===== src/rtl/clock_gate_pkg.sv =====
// rtl/clock_gate_pkg.sv - shared types and helpers for the clock gate controller
package clock_gate_pkg;

    localparam int GATE_STATE_W = 2;

    typedef enum logic [GATE_STATE_W-1:0] {
        GS_RUN   = 2'd0,
        GS_COUNT = 2'd1,
        GS_OFF   = 2'd2,
        GS_WAKE  = 2'd3
    } gate_state_e;

    // Counter width able to hold the larger of the idle and wake terminal counts
    function automatic int cnt_width(input int idle_cycles, input int wake_cycles);
        int m;
        m = (idle_cycles > wake_cycles) ? idle_cycles : wake_cycles;
        return $clog2(m + 1);
    endfunction

endpackage


===== src/rtl/clock_gate_timer.sv =====
// rtl/clock_gate_timer.sv - loadable up-counter with terminal-count compare
module clock_gate_timer #(
    parameter int WIDTH    = 4,
    parameter int TERMINAL = 1
) (
    input  logic             clk,
    input  logic             rst_n,
    input  logic             clr,
    input  logic             load,
    input  logic [WIDTH-1:0] load_val,
    input  logic             inc,
    output logic             tc
);

    logic [WIDTH-1:0] count_q;
    logic [WIDTH-1:0] count_d;

    // Next count: clear beats load beats increment
    always_comb begin
        count_d = count_q;
        if (clr) begin
            count_d = '0;
        end else if (load) begin
            count_d = load_val;
        end else if (inc) begin
            count_d = count_q + 1'b1;
        end
    end

    // Count register
    always_ff @(posedge clk) begin
        if (!rst_n) begin
            count_q <= '0;
        end else begin
            count_q <= count_d;
        end
    end

    // Terminal compare only steers next-state logic in the parent
    assign tc = (count_q == WIDTH'(TERMINAL));

endmodule


===== src/rtl/clock_gate_ctrl.sv =====
// rtl/clock_gate_ctrl.sv - idle-detect controller driving a clock gate enable
module clock_gate_ctrl
    import clock_gate_pkg::*;
#(
    parameter int NUM_REQ     = 4,
    parameter int IDLE_CYCLES = 16,
    parameter int WAKE_CYCLES = 2,
    parameter int STAT_W      = 32
) (
    input  logic                    clk,
    input  logic                    rst_n,
    input  logic                    cfg_gate_en,
    input  logic                    force_on,
    input  logic [NUM_REQ-1:0]      busy,
    input  logic [NUM_REQ-1:0]      wake_req,
    input  logic                    stat_clr,
    output logic                    clk_en,
    output logic                    clk_ready,
    output logic [GATE_STATE_W-1:0] gate_state,
    output logic [STAT_W-1:0]       gated_cycles
);

    localparam int CNT_W = cnt_width(IDLE_CYCLES, WAKE_CYCLES);

    gate_state_e       state_q, state_d;
    logic              clk_en_q, clk_en_d;
    logic              clk_ready_q, clk_ready_d;
    logic [STAT_W-1:0] gated_cycles_q, gated_cycles_d;

    logic active;
    logic idle_clr, idle_load, idle_inc, idle_tc;
    logic wake_clr, wake_load, wake_inc, wake_tc;

    assign active = (|busy) || (|wake_req) || force_on || !cfg_gate_en;

    // Idle counter: terminal at IDLE_CYCLES-1 since entering COUNT already loads 1
    clock_gate_timer #(
        .WIDTH    (CNT_W),
        .TERMINAL (IDLE_CYCLES - 1)
    ) u_idle_timer (
        .clk      (clk),
        .rst_n    (rst_n),
        .clr      (idle_clr),
        .load     (idle_load),
        .load_val (CNT_W'(1)),
        .inc      (idle_inc),
        .tc       (idle_tc)
    );

    // Wake settle counter: loaded with 1 on leaving OFF
    clock_gate_timer #(
        .WIDTH    (CNT_W),
        .TERMINAL (WAKE_CYCLES)
    ) u_wake_timer (
        .clk      (clk),
        .rst_n    (rst_n),
        .clr      (wake_clr),
        .load     (wake_load),
        .load_val (CNT_W'(1)),
        .inc      (wake_inc),
        .tc       (wake_tc)
    );

    // Gating FSM next state, registered outputs and timer controls
    always_comb begin
        state_d     = state_q;
        clk_en_d    = clk_en_q;
        clk_ready_d = clk_ready_q;
        idle_clr    = 1'b0;
        idle_load   = 1'b0;
        idle_inc    = 1'b0;
        wake_clr    = 1'b0;
        wake_load   = 1'b0;
        wake_inc    = 1'b0;
        case (state_q)
            GS_RUN: begin
                clk_en_d    = 1'b1;
                clk_ready_d = 1'b1;
                if (!active) begin
                    state_d   = GS_COUNT;
                    idle_load = 1'b1;
                end else begin
                    idle_clr = 1'b1;
                end
            end
            GS_COUNT: begin
                // Activity at the threshold edge wins over gating
                if (active) begin
                    state_d  = GS_RUN;
                    idle_clr = 1'b1;
                end else if (idle_tc) begin
                    state_d     = GS_OFF;
                    clk_en_d    = 1'b0;
                    clk_ready_d = 1'b0;
                    idle_clr    = 1'b1;
                end else begin
                    idle_inc = 1'b1;
                end
            end
            GS_OFF: begin
                if (active) begin
                    state_d     = GS_WAKE;
                    clk_en_d    = 1'b1;
                    clk_ready_d = 1'b0;
                    wake_load   = 1'b1;
                end
            end
            GS_WAKE: begin
                // Settle always completes; idle inputs here do not regate
                if (wake_tc) begin
                    state_d     = GS_RUN;
                    clk_en_d    = 1'b1;
                    clk_ready_d = 1'b1;
                    wake_clr    = 1'b1;
                end else begin
                    wake_inc = 1'b1;
                end
            end
            default: begin
                state_d     = GS_RUN;
                clk_en_d    = 1'b1;
                clk_ready_d = 1'b1;
            end
        endcase
    end

    // Saturating count of cycles spent gated; clear wins over increment
    always_comb begin
        gated_cycles_d = gated_cycles_q;
        if (stat_clr) begin
            gated_cycles_d = '0;
        end else if ((state_q == GS_OFF) && (gated_cycles_q != {STAT_W{1'b1}})) begin
            gated_cycles_d = gated_cycles_q + 1'b1;
        end
    end

    // State and output registers; reset forces the clock on with no wake sequence
    always_ff @(posedge clk) begin
        if (!rst_n) begin
            state_q        <= GS_RUN;
            clk_en_q       <= 1'b1;
            clk_ready_q    <= 1'b1;
            gated_cycles_q <= '0;
        end else begin
            state_q        <= state_d;
            clk_en_q       <= clk_en_d;
            clk_ready_q    <= clk_ready_d;
            gated_cycles_q <= gated_cycles_d;
        end
    end

    assign clk_en       = clk_en_q;
    assign clk_ready    = clk_ready_q;
    assign gate_state   = state_q;
    assign gated_cycles = gated_cycles_q;

endmodule


===== config.mk =====
export PLATFORM = sky130hd
export DESIGN_NAME = clock_gate_ctrl
export DESIGN_NICKNAME = d
export VERILOG_FILES = /design/src/rtl/clock_gate_pkg.sv /design/src/rtl/clock_gate_timer.sv /design/src/rtl/clock_gate_ctrl.sv
export SDC_FILE = /design/constraint.sdc
export NUM_CORES = 1
export LEC_CHECK = 0
export BUFFER_PORTS_ARGS = -buffer_cell sky130_fd_sc_hd__buf_2
export CORE_MARGIN = 1.5
export CORE_UTILIZATION = 40
export DETAILED_ROUTE_END_ITERATION = 7
export HOLD_SLACK_MARGIN = 0.15
export PLACE_DENSITY_LB_ADDON = 0.05
export SYNTH_ARGS = -nofsm -noshare
export SYNTH_HDL_FRONTEND = slang
export SYNTH_SLANG_ARGS = --single-unit

===== constraint.sdc =====
create_clock -name clk -period 4.45 [get_ports clk]
set_clock_uncertainty 0.15 [all_clocks]
set_input_delay 0.445 -clock clk [delete_from_list [all_inputs] [get_ports clk]]
set_output_delay 0.445 -clock clk [all_outputs]
set_load 0.005 [all_outputs]

-- Word-level counts from Yosys, hierarchy flattened
Index checks and enable logic that the tools add are counted.
- flip-flop bits (word level): 46
- latch bits: 0
- RAM bits: 0
- ROM bits: 0
- input bits: 13
- memories kept: 0
- add/subtract/negate cells: 3
- multiply operators: 0
- div/mod/pow operators: 0
- magnitude comparators: 0
- equal/unequal tests: 12
- shift operators: 0
- muxes and demuxes: 31
- bitwise logic cells: 1
- reductions and logical operators: 17
- operators with widths (operator ; count):
    $add 32x1->32 const B ; 1
    $ne 32x32->1 const B ; 1
    $mux 1 ; 22
    $add 5x1->5 const B ; 2
    $mux 2 ; 5
    $ne 2x2->1 const B ; 4
    $pmux 1 s4 ; 2
    $pmux 2 s4 ; 1
    $reduce_and 4->1 ; 2
    $reduce_or 4->1 ; 2
    $reduce_or 2->1 ; 3
    $reduce_or 3->1 ; 2
    $eq 5x2->1 const B ; 1
    $eq 5x4->1 const B ; 1
    $eq 2x2->1 const B ; 2
    $reduce_bool 2->1 ; 2
    $logic_or 1x1->1 ; 3
    $ne 3x3->1 const B ; 1
    $eq 2x1->1 const B ; 1
    $logic_not 2->1 ; 1
    $ne 2x1->1 const B ; 1
    $pmux 1 s2 ; 1
    $logic_and 1x1->1 ; 1
    $logic_not 1->1 ; 1
    $not 1->1 ; 1

-- Longest topological paths before layout
Gate-level depths: netlist of the first run.
- depth in word-level cells: 8
- depth in mapped cells: 8

-- By module
From an unflattened synthesis of the first run, not the netlist that was laid out.
- cells, all modules: 305
- area total of the unflattened synthesis: 2606.2 um^2
- modules (own cells, without submodules) (module ; instances ; cells each ; area an instance (um^2) ; seq. area each (um^2)):
    clock_gate_ctrl ; 1 ; 243 ; 2058.2 ; 720.7
    clock_gate_timer at u_idle_timer ; 1 ; 31 ; 279.0 ; 100.1
    clock_gate_timer at u_wake_timer ; 1 ; 31 ; 269.0 ; 100.1

-- Worst setup path after synthesis of the first run
Ideal clock, no wire load.
- path type: register -> register
- start point: register state_q[0], in the netlist gate_state[0]
- end point: register gated_cycles_q[27], in the netlist gated_cycles[27]
- library setup time: 71 ps
- arrival time: 1824 ps
- required time: 4229 ps
- slack: 2405 ps
- cell stages (with the launch flop): 9
- buffers on the path: 1
- period minus slack after synthesis: 2045 ps
- path through: dfxtp_1 -> inv_1 -> ha_1 -> inv_1 -> nor4_4 -> o211ai_2 -> buf_6 -> or3_1 -> a21oi_1
- cells in the longest elaborated chain, start to end: 2
- ends and longest elaborated chain (element ; RTL line ; text):
    from (decl) ; clock_gate_ctrl.sv:25 ; gate_state_e state_q, state_d;
    from (signal assigned) ; clock_gate_ctrl.sv:145 ; state_q <= state_d;
    $eq 2x2->1 ; clock_gate_ctrl.sv:132 ; end else if ((state_q == GS_OFF) && (gated_cycles_q != {STAT_W{1'b1}})) begin
    $logic_and 1x1->1 ; clock_gate_ctrl.sv:132 ;
    to (signal assigned) ; clock_gate_ctrl.sv:148 ; gated_cycles_q <= gated_cycles_d;
    to (decl) ; clock_gate_ctrl.sv:28 ; logic [STAT_W-1:0] gated_cycles_q, gated_cycles_d;
Every way passes these cells.
A chain may end at the register's enable or synchronous reset.

-- Worst setup path in the final report of the first run
Ends and elaborated chain as after synthesis.

==> results.sh, run 1 <==
export IMPL_rrSetupSlack_ps=1910
export IMPL_die_width_um=82.1
export IMPL_syn_inst=290
export IMPL_p_sw_share_pct=20.0
export IMPL_r2r_end="gated_cycles[27]"
export IMPL_powerDensity_nw_per_um2=283
export IMPL_end_kind="flip-flop"
export IMPL_synth_area_leaders="dfxtp_1 37%, a21oi_1 5.6%, ha_1 4.5%, or3_1 4.0%, nand2_1 3.6%"
export IMPL_intPower_uw=663
export IMPL_synth_seq_cells=46
export IMPL_cp_endpoint="gated_cycles[27]"
export IMPL_cp_top_family="simple AND/OR/NAND/NOR gates"
export IMPL_ant_nets=0
export IMPL_cpPeakStageDelay_ps=460
export IMPL_tns_ps=0
export IMPL_reg2regPathDepth=7
export IMPL_synth_yosys_seq_area_share_pct=36.8
export IMPL_die_area_um2=6740
export IMPL_synth_top_family_by_area="simple AND/OR/NAND/NOR gates"
export IMPL_place_hpwl_mm=4.04
export IMPL_ys_async_sr_fraction_pct=0
export IMPL_htreeDepth=2
export IMPL_worst_hold_path_type="in -> reg"
export IMPL_synth_edff_count=0
export IMPL_fin_crit_ps=2540
export IMPL_synthAdderAreaFrac_pct=4.50
export IMPL_drt_first_iter_violations=93
export IMPL_yosysWarnings=0
export IMPL_timing_final_crit_share_pct=57.0
export IMPL_p_clk_share_pct=46.8
export IMPL_numPortBuffers=48
export IMPL_post_dp_cell_area_um2=2790
export IMPL_synthFlopType="dfxtp_1"
export IMPL_gp_congestion=0.744
export IMPL_final_common_cell="buf_2"
export IMPL_reg2reg_from="gate_state[0]"
export IMPL_cp_common_cell="inv_1"
export IMPL_power_frac_comb_pct=3.4
export IMPL_clkTransAtPathRegs_ps=80
export IMPL_syn_area_per_cell_um2=8.63
export IMPL_syn_nets=312
export IMPL_worstSetupPathDepth=7
export IMPL_status="finished, final reports clean"
export IMPL_tightestPinTransition_ps=621
export IMPL_netlist_area_um2=2500
export IMPL_cts_sinks=46
export IMPL_clock_latency_ps=300
export IMPL_hold_buffers=0
export IMPL_grt_pass1_wl_mm=9.01
export IMPL_numCtsBuffers=5
export IMPL_synth_xor_area_share_pct=3.15
export IMPL_fp_coreArea_um2=5990
export IMPL_vias=2244
export IMPL_slew_violations=0
export IMPL_antenna_found_initial=0
export IMPL_path_cells="inv_1 > ha_1 > inv_1 > nor4_4 > o211ai_2 > or3_1 > a21oi_1"
export IMPL_area_growth_pct=17.0
export IMPL_post_drt_wl_per_cell_um=13.4
export IMPL_yosys_area_share_simple_pct=31.3
export IMPL_max_cap_viol_count=0
export IMPL_via_per_inst=5.45
export IMPL_arrival_ps=2620
export IMPL_layout_common_cells="48 x buf_2, 46 x dfxtp_1, 28 x a21oi_1"
export IMPL_postRouteWirelength_mm=5.52
export IMPL_num_io_pins=49
export IMPL_synth_top_area_share_pct=36.8
export IMPL_critPathLaunchType="flip-flop"
export IMPL_muxShareOfSynthArea_pct=2.00
export IMPL_crit_buf_inv=2
export IMPL_cts_tree="yes"
export IMPL_cts_resized=0
export IMPL_synth_top_area_cell="dfxtp_1"
export IMPL_firstDrtPassIters=4
export IMPL_hold_violations=0
export IMPL_rows=28
export IMPL_grt_max_degree=19
export IMPL_fmax_mhz=394
export IMPL_cp_slowest_cell="ha_1"
export IMPL_drive_gt1_share_pct=22.0
export IMPL_antennaDiodeCount=0
export IMPL_path_class="reg -> reg"
export IMPL_crit_path_start="gate_state[0]"
export IMPL_vdd_drop_max_mv=0.147
export IMPL_start_util_pct=41.8
export IMPL_root_buffer="clkbuf_8"
export IMPL_grt_overflow=0
export IMPL_fin_area_um2=2930
export IMPL_p_switching_uw=166
export IMPL_fin_nets=358
export IMPL_cp_max_fo=12
export IMPL_synth_compound_area_share_pct=18.0
export IMPL_seq_power_share_pct=49.8
export IMPL_post_cts_setup_buffer_count=0
export IMPL_fp_dieH_um=82.1
export IMPL_yosysUniqueCellTypes=50
export IMPL_rsz0062_at_grt="no"
export IMPL_clock_path_buffers=2
export IMPL_grt_usage_pct=17.4
export IMPL_relSlewSlack_pct=58.6
export IMPL_grt_pass1_vias=1850
export IMPL_route_detailed_drc=0
export IMPL_power_leakage_uw=0.00114
export IMPL_cp_required_ps=4530
export IMPL_setup_viol_count_final=0
## per-stage QoR
step	hold slack, ps	total power [µW]	worst slack (ps)	cells	util, %
6_report	304	829	1910	412	48.9
3_5_place_dp	307	451	1920	404	46.5
5_1_grt	302	862	1640	412	48.9
4_1_cts	296	841	1890	412	48.9
3_3_place_gp	300	451	2020	404	46.5
2_1_floorplan	285	439	2410	290	-
## how the worst min path moves through the flow
stage / from / endpoint / slack, ps / cells after the start
finish: rst_n / clk_en / 300 / 2
detailed placement: u_idle_timer.count_q[3] / u_idle_timer.count_q[3] / 310 / 2
floorplan: u_idle_timer.count_q[3] / u_idle_timer.count_q[3] / 290 / 2
CTS: rst_n / clk_en / 300 / 2
global placement: u_idle_timer.count_q[3] / u_idle_timer.count_q[3] / 300 / 2
global route: rst_n / clk_en / 300 / 2
## sequential cells by signal (all words and copies together), names as in the netlist, named ones only
signal / cells
clk_en: 1
clk_ready: 1
gate_state: 1
gated_cycles: 32
u_idle_timer.count_q: 5
u_wake_timer.count_q: 5
## area by class of cell
cell class	count	area, µm²
clock buffer	6	82.6
clock inverter	2	60.1
fill	606	3060
inverter	11	41.3
multi-input combinational	222	1470
sequential	46	921
tap	75	93.8
timing repair buffer	50	255
## routing by layer
metal	part of all wire, %	wire, µm	track usage [%]
met4	1.1	58	4.58
met5	0	0	0
met1	52	2860	25.0
met2	43	2360	25.3
met3	4.3	239	5.05
## power by group through the flow
stage	registers [µW]	logic, µW	clock network, µW
2_1_floorplan	423	16.3	0
4_1_cts	413	28.4	399
3_3_place_gp	423	28.3	0
5_1_grt	414	31.8	416
6_report	413	28.2	388
3_5_place_dp	423	28.2	0
## logic make-up after synthesis
logic type               Yosys count
AND/OR/NAND/NOR                  126
adder cells (fa/ha/maj)            9
flip-flops                        46
XOR/XNOR                           9
multiplexers                       5
AO/OA/AOI/OAI                     73
buffers and inverters             22
## Yosys cell counts, drive strengths merged (5+ instances only)
master,instances
nand3,15
mux2i,5
and3,7
inv,11
or4,7
a21oi,28
dfxtp,46
o21ai,20
o211ai,5
or3,16
ha,9
a31oi,5
xnor2,5
nor2,17
o31ai,6
clkbuf,6
and4,7
buf,5
nand2,24
nand4,13
Power figures use the tool's default switching activity.
==> run 2, diff against run 1 <==
--- a/config.mk
+++ b/config.mk
@@ -5,6 +5,7 @@
 export SDC_FILE = /design/constraint.sdc
 export NUM_CORES = 1
 export LEC_CHECK = 0
+export ABC_AREA = 1
 export BUFFER_PORTS_ARGS = -buffer_cell sky130_fd_sc_hd__buf_2
 export CORE_MARGIN = 1.5
 export CORE_UTILIZATION = 40
==> constraint.sdc (replaced) <==
create_clock -name clk -period 2.35 [get_ports clk]
set_clock_uncertainty 0.15 [all_clocks]
set_input_delay 0.235 -clock clk [delete_from_list [all_inputs] [get_ports clk]]
set_output_delay 0.235 -clock clk [all_outputs]
set_load 0.005 [all_outputs]
==> run 2 against run 1 <==
Compared with the run above: non-clock buffer count up 4; worst hold slack worse by 56 ps; sequential share of layout area down 4.2 points; power increased by 68%; count of clock-buffer cells in the layout grew 1; global-route usage grew 2.8 points; critical path depth rose by 1; register-to-register slack got worse by 1500 ps.
==> results.sh, run 2 <==
export IMPL_synth_top_area_share_pct=31.4
export IMPL_final_common_cell="nand2_1"
export IMPL_grt_usage_pct=20.2
export IMPL_hold_violations=0
export IMPL_cpPeakStageDelay_ps=410
export IMPL_path_cells="inv_1 > ha_1 > inv_1 > a21oi_2 > buf_4 > nand3_1 > nand2_1 > nor2_1"
export IMPL_fin_crit_ps=1950
export IMPL_setup_viol_count_final=0
export IMPL_final_cells=603
export IMPL_synth_top_area_cell="dfxtp_1"
export IMPL_cts_sinks=46
export IMPL_fmax_mhz=512
export IMPL_num_io_pins=49
export IMPL_cp_top_family="buffers and inverters"
export IMPL_yosysUniqueCellTypes=32
export IMPL_netlist_area_um2=2930
export IMPL_area_growth_pct=15.1
export IMPL_antennaDiodeCount=0
export IMPL_worst_hold_path_type="in -> reg"
export IMPL_synth_common_cells="163 x nand2_1, 67 x nor2_1, 46 x dfxtp_1, 36 x inv_1, 23 x nand3_1"
export IMPL_place_hpwl_mm=5.54
export IMPL_fin_area_um2=3380
export IMPL_fin_nets=525
export IMPL_path_class="reg -> reg"
export IMPL_hold_start="cfg_gate_en"
export IMPL_worstSetupPathDepth=8
export IMPL_reg2reg_from="gate_state[0]"
export IMPL_fillerInstances=777
export IMPL_layout_common_cells="163 x nand2_1, 67 x nor2_1, 48 x buf_2"
export IMPL_firstDrtPassIters=4
export IMPL_end_kind="flip-flop"
export IMPL_crit_path_start="gate_state[0]"
export IMPL_timing_final_ws_setup_ps=398
export IMPL_via_per_inst=4.75
export IMPL_slew_violations=0
export IMPL_p_total_uw=1390
export IMPL_tns_ps=0
export IMPL_postRouteWirelength_mm=7.26
export IMPL_die_width_um=88.6
export IMPL_clock_path_buffers=2
export IMPL_status="finished, final reports clean"
export IMPL_post_dp_cell_area_um2=3260
export IMPL_synth_edff_count=0
export IMPL_cp_slowest_cell="ha_1"
export IMPL_post_cts_setup_buffer_count=0
export IMPL_syn_area_per_cell_um2=6.52
export IMPL_synth_yosys_seq_area_share_pct=31.4
export IMPL_start_util_pct=40.9
export IMPL_yosysWarnings=0
export IMPL_powerDensity_nw_per_um2=411
export IMPL_synthFlopType="dfxtp_1"
export IMPL_cts_resized=0
export IMPL_timing_final_crit_share_pct=83.1
export IMPL_grt_max_degree=30
export IMPL_clkTransAtPathRegs_ps=90
export IMPL_dp_cells=593
export IMPL_crit_buf_inv=3
export IMPL_gp_congestion=0.886
export IMPL_drive_gt1_share_pct=18.3
export IMPL_ant_nets=0
export IMPL_max_cap_viol_count=0
export IMPL_arrival_ps=2010
export IMPL_antenna_found_initial=0
export IMPL_route_detailed_drc=0
export IMPL_vias=2867
export IMPL_power_leakage_uw=0.00135
export IMPL_grt_overflow=0
export IMPL_cts_tree="yes"
export IMPL_numCtsBuffers=5
export IMPL_ys_async_sr_fraction_pct=0
export IMPL_relSlewSlack_pct=72.9
export IMPL_regArea_um2=921
export IMPL_min_path_cells=7
export IMPL_cp_max_fo=29
export IMPL_grt_pass1_vias=2699
export IMPL_rows=31
export IMPL_reg2regPathDepth=8
export IMPL_multi_input_area_um2=1810
export IMPL_fp_dieH_um=88.6
export IMPL_syn_nets=472
export IMPL_fp_coreArea_um2=7180
export IMPL_htreeDepth=2
export IMPL_root_buffer="clkbuf_8"
export IMPL_grt_pass1_wl_mm=12.3
export IMPL_cp_common_cell="inv_1"
export IMPL_tightestPinTransition_ps=407
export IMPL_dp_slack_ps=405
export IMPL_vdd_drop_max_mv=0.183
export IMPL_synth_area_leaders="dfxtp_1 31%, nand2_1 21%, nor2_1 8.6%, a21oi_2 4.8%, inv_1 4.6%"
export IMPL_die_area_um2=7860
export IMPL_drt_first_iter_violations=119
export IMPL_numPortBuffers=48
export IMPL_syn_inst=450
export IMPL_post_synth_top_count_cell="nand2_1"
export IMPL_synth_seq_cells=46
export IMPL_post_drt_wl_per_cell_um=12.0
export IMPL_largest_register_ffs=32
export IMPL_critPathLaunchType="flip-flop"
export IMPL_clock_latency_ps=310
export IMPL_cp_required_ps=2410
export IMPL_rsz0062_at_grt="no"
export IMPL_hold_buffers=2
==> run 2: worst register-to-register path, cell delays in order (launching register included) <==
cell,delay [ps]
dfxtp_1,390
inv_1,110
ha_1,410
inv_1,140
a21oi_2,120
buf_4,300
nand3_1,130
nand2_1,70
nor2_1,30
==> run 2: path summary, 6_finish.rpt <==
path | endpoint | slack, ps
max reg2reg | gated_cycles[21] | 400
min reg2reg | clk_en | 310
max | gated_cycles[21] | 400
min | flip-flop | 250
==> run 2: cell families after synthesis <==
kind of cell / synth area share (%)
AND/OR/NAND/NOR: 42.2
AO/OA/AOI/OAI: 10.3
buffers and inverters: 7.16
adder cells (fa/ha/maj): 3.84
flip-flops: 31.4
XOR/XNOR: 5.07
==> run 2: final cells by class <==
cell class / instances / share of cell area (%)
tap: 99 / 3.67
clock inverter: 1 / 0.148
sequential: 46 / 27.3
multi-input combinational: 358 / 53.5
timing repair buffer: 54 / 8.60
inverter: 38 / 4.23
clock buffer: 7 / 2.56
==> run 2: report_power, final <==
part,internal [µW],total [µW],switching [µW]
Sequential,783,788,4.59
Combinational,29.6,76.2,46.6
Clock,238,525,287
==> run 2: stage by stage <==
stage | hold slack, ps | utilization, %
final | 248 | 47.0
after global routing | 301 | 47.0
after CTS | 252 | 47.0
after detailed placement | 297 | 45.5
after global placement | 293 | 45.5
after floorplan | 169 | -
==> run 2: metal layers <==
metal  vias up  global-route usage, %  wire length [µm]
met5         -                      0                 0
met4         0                   6.25               113
met3         9                   3.73               203
met2        40                   36.8              3680
met1      1289                   23.9              3260
li1       1529                      -                 -
==> run 3, diff against run 2 <==
--- a/config.mk
+++ b/config.mk
@@ -5,7 +5,7 @@
 export SDC_FILE = /design/constraint.sdc
 export NUM_CORES = 1
 export LEC_CHECK = 0
-export ABC_AREA = 1
+export ABC_AREA = 0
 export BUFFER_PORTS_ARGS = -buffer_cell sky130_fd_sc_hd__buf_2
 export CORE_MARGIN = 1.5
 export CORE_UTILIZATION = 40
==> constraint.sdc (replaced) <==
create_clock -name clk -period 1.9 [get_ports clk]
set_clock_uncertainty 0.15 [all_clocks]
set_input_delay 0.19 -clock clk [delete_from_list [all_inputs] [get_ports clk]]
set_output_delay 0.19 -clock clk [all_outputs]
set_load 0.005 [all_outputs]
==> run 3 against run 2 <==
Compared with the run above: the flow now finishes with violations (negative setup slack); design area grew 8.0%; critical path depth is the same; first-iteration DRC count shrank 21%; utilization grew 14 points; register-to-register slack lost 440 ps; cell count shrank 20%; non-clock buffer count grew 69; worst setup slack lost 440 ps; count of clock-buffer cells in the layout shrank 1; via count shrank 10%; die area shrank 14%; power grew 18%; critical path type unchanged; critical endpoint is now gated_cycles[13].
==> results.sh, run 3 (synthesis results as in run 1) <==
export IMPL_status="finished with violations"
export IMPL_violations="negative setup slack"
export IMPL_postRouteWirelength_mm=6.26
export IMPL_powerDensity_nw_per_um2=449
export IMPL_min_path_cells=5
export IMPL_antennaDiodeCount=0
export IMPL_setup_viol_count_final=6
export IMPL_die_area_um2=6740
export IMPL_seq_power_share_pct=58.7
export IMPL_power_leakage_uw=0.00152
export IMPL_grt_usage_pct=19.1
export IMPL_die_width_um=82.1
export IMPL_min_to="clk_en"
export IMPL_fmax_mhz=516
export IMPL_final_util_pct=60.9
export IMPL_numCtsBuffers=5
export IMPL_p_total_uw=1640
export IMPL_clkTransAtPathRegs_ps=80
export IMPL_cp_required_ps=1980
export IMPL_via_per_inst=5.32
export IMPL_largest_register_ffs=32
export IMPL_final_cells=483
export IMPL_hold_violations=0
export IMPL_cts_sinks=46
export IMPL_fp_dieH_um=82.1
export IMPL_clock_latency_ps=290
export IMPL_reg2reg_from="gate_state[0]"
export IMPL_route_detailed_drc=0
export IMPL_drive_gt1_share_pct=45.1
export IMPL_start_util_pct=41.8
export IMPL_fp_coreArea_um2=5990
export IMPL_r2r_end="gated_cycles[13]"
export IMPL_timing_final_ws_setup_ps=-39.8
export IMPL_firstDrtPassIters=4
export IMPL_post_drt_wl_per_cell_um=13.0
export IMPL_arrival_ps=2020
export IMPL_end_kind="flip-flop"
export IMPL_power_frac_comb_pct=5.0
export IMPL_antenna_found_initial=0
export IMPL_htreeDepth=2
export IMPL_vdd_drop_max_mv=0.302
export IMPL_tightestPinTransition_ps=442
export IMPL_grt_overflow=0
export IMPL_slew_violations=0
export IMPL_timing_final_crit_share_pct=102
export IMPL_dp_cells=459
export IMPL_vias=2568
export IMPL_reg2regPathDepth=8
export IMPL_p_clk_share_pct=36.3
export IMPL_root_buffer="clkbuf_8"
export IMPL_num_io_pins=49
export IMPL_hold_start="wake_req[0]"
export IMPL_intPower_uw=1280
export IMPL_worst_hold_path_type="in -> reg"
export IMPL_p_switching_uw=360
export IMPL_cts_tree="yes"
export IMPL_grt_pass1_wl_mm=10.1
export IMPL_grt_max_degree=18
export IMPL_max_cap_viol_count=0
export IMPL_area_growth_pct=45.8
export IMPL_fin_crit_ps=1940
export IMPL_critPathLaunchType="flip-flop"
export IMPL_fin_nets=431
export IMPL_final_common_cell="buf_4"
export IMPL_place_hpwl_mm=4.46
export IMPL_fillerInstances=560
export IMPL_ant_nets=0
export IMPL_layout_common_cells="69 x buf_4, 48 x buf_2, 33 x dfxtp_1"
export IMPL_clock_path_buffers=2
export IMPL_grt_pass1_vias=2224
export IMPL_path_class="reg -> reg"
export IMPL_rrSetupSlack_ps=-40
export IMPL_rsz0062_at_grt="yes"
export IMPL_numPortBuffers=48
export IMPL_relSlewSlack_pct=70.5
export IMPL_drt_first_iter_violations=94
export IMPL_p_sw_share_pct=21.9
export IMPL_cp_max_fo=7
export IMPL_rows=28
export IMPL_gp_congestion=0.738
==> run 3: worst max path at each step <==
stage	start	end
finish	gate_state[0]	gated_cycles[13]
global route	gate_state[0]	gated_cycles[13]
CTS	gated_cycles[6]	gated_cycles[13]
detailed placement	gated_cycles[0]	gated_cycles[26]
global placement	gated_cycles[0]	gated_cycles[7]
floorplan	gated_cycles[3]	gated_cycles[27]
==> run 3: area by class of cell <==
class	instances	area [µm²]	share of cell area, %
multi-input combinational	222	1650	45.2
sequential	46	945	25.9
timing repair buffer	123	832	22.8
tap	75	93.8	2.57
clock buffer	6	82.6	2.26
inverter	11	43.8	1.20
==> run 3: worst max-delay path: stages (launching register included) <==
cell and delay [ps]:
dfxtp_2 330, inv_2 70, ha_4 150, inv_4 40
nor4_4 370, buf_4 200, o31ai_4 100, or3_4 340
a21oi_2 120
==> run 3: what timing repair did <==
item / in CTS / in global routing
buffers inserted: 2 / 15
endpoints found under the setup margin: 11 / 28
pin swaps: 1 / 12
resized for setup: 4 / 50
hold endpoints to repair: 10 / 0
hold buffers: 2 / 0
==> run 3: layer usage <==
metal	routed length (µm)	global-route usage (%)
met5	0	0
met3	211	3.52
met4	90	5.76
met2	3080	33.9
met1	2880	23.5
==> run 3: metrics by stage <==
stage               hold WS [ps]  setup slack (ps)  setup TNS (ps)  cell area (µm²)
finish                       180             -39.8            -141             3650
detailed placement           315             -40.5           -90.2             3230
floorplan                    238              6.72               0             2520
global placement             304             -7.37           -7.37             3230
CTS                          151             -32.5           -60.2             3370
global route                 190              -129           -1330             3650
==> run 3: power groups by stage <==
stage / Clock [µW] / Sequential (µW) / Combinational [µW]
after floorplan: 0 / 990 / 38.2
after global placement: 0 / 989 / 73.2
after detailed placement: 0 / 989 / 74.0
after CTS: 625 / 966 / 77.9
after global routing: 663 / 963 / 91.6
final: 595 / 962 / 81.6
